**config.mk**
```make
export PLATFORM = sky130hd
export DESIGN_NAME = fcvt_sched
export DESIGN_NICKNAME = d
export VERILOG_FILES = /design/src/rtl/fcvt_pkg.sv /design/src/rtl/fcvt_core.sv /design/src/rtl/ftoi.sv /design/src/rtl/itof.sv /design/src/rtl/fcvt_sched.sv
export SDC_FILE = /design/constraint.sdc
export NUM_CORES = 1
export LEC_CHECK = 0
export ABC_AREA = 1
export CORE_ASPECT_RATIO = 1.2
export CORE_UTILIZATION = 50
export DETAILED_ROUTE_END_ITERATION = 16
export DONT_BUFFER_PORTS = 1
export SLEW_MARGIN = 0
export SYNTH_ARGS = -nofsm -noshare
export SYNTH_HDL_FRONTEND = slang
export SYNTH_SLANG_ARGS = --single-unit
```
**constraint.sdc**
```tcl
create_clock -name clk -period 7.56 [get_ports clk]
set_input_delay 1.512 -clock clk [delete_from_list [all_inputs] [get_ports clk]]
set_output_delay 1.512 -clock clk [all_outputs]
set_load 0.1 [all_outputs]
```
**src/rtl/fcvt_pkg.sv**
```systemverilog
// Shared types and defaults for the int<->float conversion scheduler.
package fcvt_pkg;

  typedef enum logic {
    FCVT_ITOF = 1'b0,
    FCVT_FTOI = 1'b1
  } fcvt_op_t;

  localparam int FCVT_TAG_W = 5;

  // Tag width is a module parameter, so the S1 tag is registered beside this struct.
  typedef struct packed {
    fcvt_op_t    op;
    logic [31:0] x;
    logic        id;
  } fcvt_s1_t;

endpackage

```
**src/rtl/fcvt_core.sv**
```systemverilog
// Combinational conversion core: itof/ftoi selected by op.
// Optional ftoi overflow flag under FCVT_SCHED_OVF_EN; otherwise ovf is tied 0.
module fcvt_core
  import fcvt_pkg::*;
(
  input  fcvt_op_t    op,
  input  logic [31:0] x,
  output logic [31:0] y,
  output logic        ovf
);

  logic [31:0] y_itof;
  logic [31:0] y_ftoi;

  itof u_itof (.x(x), .y(y_itof));
  ftoi u_ftoi (.x(x), .y(y_ftoi));

  assign y = (op == FCVT_FTOI) ? y_ftoi : y_itof;

`ifdef FCVT_SCHED_OVF_EN
  // -2^31 is the one exactly representable value at the overflow exponent.
  assign ovf = (op == FCVT_FTOI) && (x[30:23] >= 8'd158) && (x != 32'hCF00_0000);
`else
  assign ovf = 1'b0;
`endif

endmodule

```
**src/rtl/ftoi.sv**
```systemverilog
// Float32 to signed int32 conversion, truncating toward zero and saturating.
module ftoi (
  input  logic [31:0] x,
  output logic [31:0] y
);

  logic [7:0]  e;
  logic [4:0]  sh;
  logic [31:0] mag;

  always_comb begin
    e   = x[30:23];
    sh  = 5'(e - 8'd127);
    mag = 32'(({31'd0, 1'b1, x[22:0]} << sh) >> 23);
    y   = 32'd0;
    if (e >= 8'd158) begin
      // NaN saturates positive; infinities and large values keep their sign.
      if (x[31] && !((e == 8'hFF) && (x[22:0] != 23'd0))) y = 32'h8000_0000;
      else                                               y = 32'h7FFF_FFFF;
    end else if (e >= 8'd127) begin
      y = x[31] ? (~mag + 32'd1) : mag;
    end
  end

endmodule

```
**src/rtl/itof.sv**
```systemverilog
// Signed int32 to float32 conversion, round-to-nearest-even.
module itof (
  input  logic [31:0] x,
  output logic [31:0] y
);

  logic        sign;
  logic [31:0] mag;
  logic [4:0]  msb;
  logic [30:0] norm;
  logic [7:0]  exp_b;
  logic        rnd;

  always_comb begin
    sign = x[31];
    mag  = sign ? (~x + 32'd1) : x;
    msb  = 5'd0;
    for (int i = 0; i < 32; i++) begin
      if (mag[i]) msb = 5'(i);
    end
    // Leading one shifted out of the top; [30:8] mantissa, [7] guard, [6:0] sticky.
    norm  = 31'(mag << (5'd31 - msb));
    exp_b = 8'd127 + {3'b000, msb};
    rnd   = norm[7] & ((|norm[6:0]) | norm[8]);
    if (mag == 32'd0) y = 32'd0;
    else              y = {sign, ({exp_b, norm[30:8]} + {30'd0, rnd})};
  end

endmodule

```
**src/rtl/fcvt_sched.sv**
```systemverilog
// Round-robin scheduler for the shared int<->float converter: two requesters,
// S1/S2 pipeline, flush. Optional ftoi overflow flag: FCVT_SCHED_OVF_EN.
module fcvt_sched
  import fcvt_pkg::*;
#(
  parameter int TAG_W = FCVT_TAG_W
) (
  input  logic             clk,
  input  logic             rstn,
  input  logic             flush,
  input  logic [1:0]       req_valid,
  output logic [1:0]       req_ready,
  input  logic [1:0]       req_op,
  input  logic [31:0]      req_x0,
  input  logic [31:0]      req_x1,
  input  logic [TAG_W-1:0] req_tag0,
  input  logic [TAG_W-1:0] req_tag1,
  output logic             out_valid,
  input  logic             out_ready,
  output logic [31:0]      out_y,
  output logic             out_id,
  output logic [TAG_W-1:0] out_tag,
  output logic             out_ovf
);

  logic             s1_valid_reg;
  fcvt_s1_t         s1_reg;
  logic [TAG_W-1:0] s1_tag_reg;
  logic             s2_valid_reg;
  logic [31:0]      s2_y_reg;
  logic             s2_id_reg;
  logic [TAG_W-1:0] s2_tag_reg;
  logic             s2_ovf_reg;
  logic             rr_ptr_reg;

  logic             s2_load;
  logic             s1_free;
  logic             grant_any;
  logic             grant_id;
  logic             accept;
  fcvt_s1_t         s1_next;
  logic [TAG_W-1:0] tag_next;
  logic [31:0]      core_y;
  logic             core_ovf;

  assign s2_load = !s2_valid_reg || out_ready;
  assign s1_free = !s1_valid_reg || s2_load;

  always_comb begin
    grant_any = |req_valid;
    grant_id  = rr_ptr_reg;
    if (req_valid != 2'b11) grant_id = req_valid[1];
  end

  // Ready is forced low while in reset so nothing looks accepted.
  for (genvar gi = 0; gi < 2; gi++) begin : g_ready
    assign req_ready[gi] = rstn && grant_any && (grant_id == 1'(gi)) && s1_free && !flush;
  end

  assign accept = |req_ready;

  always_comb begin
    s1_next    = '0;
    s1_next.op = fcvt_op_t'(req_op[grant_id]);
    s1_next.x  = grant_id ? req_x1 : req_x0;
    s1_next.id = grant_id;
    tag_next   = grant_id ? req_tag1 : req_tag0;
  end

  fcvt_core u_core (
    .op  (s1_reg.op),
    .x   (s1_reg.x),
    .y   (core_y),
    .ovf (core_ovf)
  );

  always_ff @(posedge clk or negedge rstn) begin
    if (!rstn) begin
      s1_valid_reg <= 1'b0;
      s1_reg       <= '0;
      s1_tag_reg   <= '0;
      s2_valid_reg <= 1'b0;
      s2_y_reg     <= '0;
      s2_id_reg    <= 1'b0;
      s2_tag_reg   <= '0;
      s2_ovf_reg   <= 1'b0;
      rr_ptr_reg   <= 1'b0;
    end else if (flush) begin
      s1_valid_reg <= 1'b0;
      s2_valid_reg <= 1'b0;
    end else begin
      if (s2_load) begin
        s2_valid_reg <= s1_valid_reg;
        if (s1_valid_reg) begin
          s2_y_reg   <= core_y;
          s2_id_reg  <= s1_reg.id;
          s2_tag_reg <= s1_tag_reg;
          s2_ovf_reg <= core_ovf;
        end
      end
      if (accept) begin
        s1_valid_reg <= 1'b1;
        s1_reg       <= s1_next;
        s1_tag_reg   <= tag_next;
        rr_ptr_reg   <= ~grant_id;
      end else if (s2_load) begin
        s1_valid_reg <= 1'b0;
      end
    end
  end

  assign out_valid = s2_valid_reg;
  assign out_y     = s2_y_reg;
  assign out_id    = s2_id_reg;
  assign out_tag   = s2_tag_reg;
  assign out_ovf   = s2_ovf_reg;

endmodule

```
==> results.md <==
* GPL Wtd Cong at 1.00
* Setup CP Type: flop to flop
* Ranking of synthesized cells by area: dfrtp_1 (19%), nand2_1 (18%), nand3_1 (13%)
* Max FFs per register at 34
* DP HPWL at 28500 um
* #FFs+latches synth at 80
* Wirelength per Cell at about 18 um
* Int Pwr at 1.67 mW
* Clk root buf: clkbuf_16
* WP data required at approximately 7800 ps
* Wirelength, routed at 36100 um
* Max-cap violations at 0
* Setup TNS at 0 ps
* Total gr overflow at 0
* R2R Path End: out_y[26]
* Clk_lat worst skew at 360 ps
* R2r startpoint: s1_reg[24]
* Tmin final at 6140 ps
* Clock Skew at 22.6 ps
* First-pass GRT wire length at roughly 57000 um
* Final Hold Viols at 0
* Share of cells above drive strength 1 at 8.03%
* Commonest cells after routing, fill and taps aside: nand2_1 (503), nand3_1 (278), nor2_1 (219), inv_1 (143), o21ai_0 (113)
* Avg Cell Area, Syn at 5.71 um^2
* Worst hold stages at 2
* Hold_ws at 513 ps
* P_sw at 3.18 mW
* RSZ-0062 raised after global routing: false
* CP endpoint kind: flop
* Die area at 0.0212 mm^2
* Area growth syn-to-layout at 2.57%
* VDD IR max at 0.265 mV
* Hold Crit Class: flop to flop
* Register Area at between 0.002 and 0.0025 mm^2
* Combinational power share at a little under two thirds
* CTS sink count at 80
* Worst Path Arrival at 6380 ps
* TritonCTS clock tree: built
* Final Cycle Share at 81.2%
* Initial Utilization at between 50 and 60%
* Iteration-0 DRC count of the detailed router at 1049
* Antenna-violating nets left at 0
* Largest area contributor in the netlist: dfrtp_1
* Yosys cell types at a little over 50
* Mapped cell area at 0.0103 mm^2
* Fmax at 0.163 GHz
* EDFF count, synth at 0
* Vias in the first global route at about 11000
* FF-to-FF setup slack at 1420 ps
* Residual DRC at 0
* Clk pwr share at 9.4%
* DR pass1 iterations at 6
* Worst Reg-to-Reg Cells at 34
* Min-delay src: s1_reg[24]
* Slowest stage cell, crit path: inv_1
* Sequential Power Share at between 20 and 30%
* Clk pin slew, worst setup/hold paths at 80 ps
* Pin count of the biggest net entering global routing at a little over 80
* Most common library cell in the layout ignoring fill and taps: nand2_1
* Static Leak at between 5 and 6 nW
* Area of the multi-input gates at 0.00718 mm^2
* Slew @ Worst Pin at ~1100 ps
* Most used cell, CP: inv_1
* Synth Flop Type: dfrtp_1
* Ant diodes at 0
* FILL cells at 2220
* CTS buffer count at 9
* Die H at ~160 um
* Slowest cell delay on critical path at approximately 390 ps
* Post-synthesis sequential area ratio at approximately 19%
* Total Power at 4.85 mW
* Post-CTS Hold Buffers at 0
* Post_cts resized at 0
* Postcts setup bufs at 0
* CP max FO at 49
* H-tree depth at 3
* IO Port Bufs at 0
* I/O pin count at 124
* Crit start category: flop
* Status: finished clean
* Yosys warning count at 0
* Standard-cell rows at 57
* Mapped Cells at 1809
* PD cells at 458 mW/mm^2
* CORE AREA at slightly above 0.02 mm^2
* # setup viols final at 0
* Final core occ at a little over half
* Post-DR vias/cell at around 5.8
* Post-synth top area share at ~19%
* Slew margin rel. at 24.0%
* Final Max Tran Viols at 0
* Clock buffer depth at 2
* Async SR Flop Fraction at 100%
* DIE WIDTH at 133 um
* Post-synthesis net count at 1900
* Min-Delay Endpoint: s1_reg[24]
* Total number of vias at around 12000
* Switching Share at around two thirds
* Final net count at between 1500 and 2000
* Antenna violations before repair at 0
* Tot GR Track Use at 34.1%
stage by stage:
stage               cells  setup WS (ps)  area, um^2
floorplan            1809           2370       10300
global placement     1994           1590       10300
detailed placement   1994           1470       10300
CTS                  2009           1460       10600
global route         2009            624       10600
finish               2009           1420       10600
metal layers:
metal	track usage [%]	vias to the layer above	routed length [um]
li1	-	5781	-
met1	43.3	5290	15300
met2	57.9	463	17200
met3	5.00	76	2300
met4	13.3	0	1350
met5	0	-	0
worst max-delay path, delay by kind of cell (launching register included):
family	cells	cell delay (ps)
fa+ha+maj	2	560
simple gates	12	1640
buf+inv	11	1780
compound gates	7	1240
flops	1	370
mux	2	420
power by group through the flow:
| stage | combinational, mW | clock (mW) | sequential, mW |
|---|---|---|---|
| final | 3.09 | 0.457 | 1.31 |
| after global routing | 3.43 | 0.476 | 1.33 |
| after CTS | 3.02 | 0.463 | 1.31 |
| after detailed placement | 3.01 | 0 | 1.32 |
| after global placement | 3.02 | 0 | 1.31 |
| after floorplan | 2.34 | 0 | 1.26 |
kinds of logic after synthesis:
group,Yosys count,share of synthesized area (%)
other,1,0.0363
buffers and inverters,274,11.2
adders and majority gates,9,1.09
xor gates and xnor gates,24,2.40
AOI/OAI and AO/OA,282,15.2
DFF,80,19.4
muxes,19,1.84
and+or+nand+nor,1120,48.9
cells in the mapped netlist, types with 4 or more instances:
cell	n
nand2_1	503
nand3_1	278
nor2_1	221
inv_1	143
o21ai_0	113
a21oi_1	92
dfrtp_1	80
clkbuf_1	44
o31ai_1	33
inv_2	25
nor3_1	24
buf_2	21
mux2i_1	19
xor2_1	17
nand2_2	15
buf_1	14
o21ai_1	14
nand3_2	12
nor2_2	12
o211ai_1	12
nand4_1	11
buf_4	9
buf_6	9
ha_1	9
clkinv_1	8
nor2_4	8
nor3_2	7
nand3b_1	6
a31oi_1	5
or2_2	5
xor2_2	5
o22ai_1	4
worst max-delay path by stage:
stage | end | startpoint | slack [ps] | cells past startpoint
after floorplan | req_ready[0] | out_ready | 2370 | 6
after global routing | out_y[26] | s1_reg[24] | 620 | 35
after CTS | out_y[26] | s1_reg[24] | 1460 | 34
after global placement | out_y[26] | s1_reg[24] | 1590 | 32
after detailed placement | out_y[26] | s1_reg[24] | 1470 | 34
final | out_y[26] | s1_reg[24] | 1420 | 34
layout make-up:
| type | instances | area share (%) |
|---|---|---|
| multi-input cells | 1455 | 67.7 |
| clock inverters | 5 | 0.555 |
| clock buffers | 10 | 2.16 |
| flip-flops and latches | 80 | 18.9 |
| repair buffers | 17 | 1.20 |
| inverters | 177 | 6.30 |
| well taps | 265 | 3.13 |
Note: power is estimated with default switching activity, not from simulation.
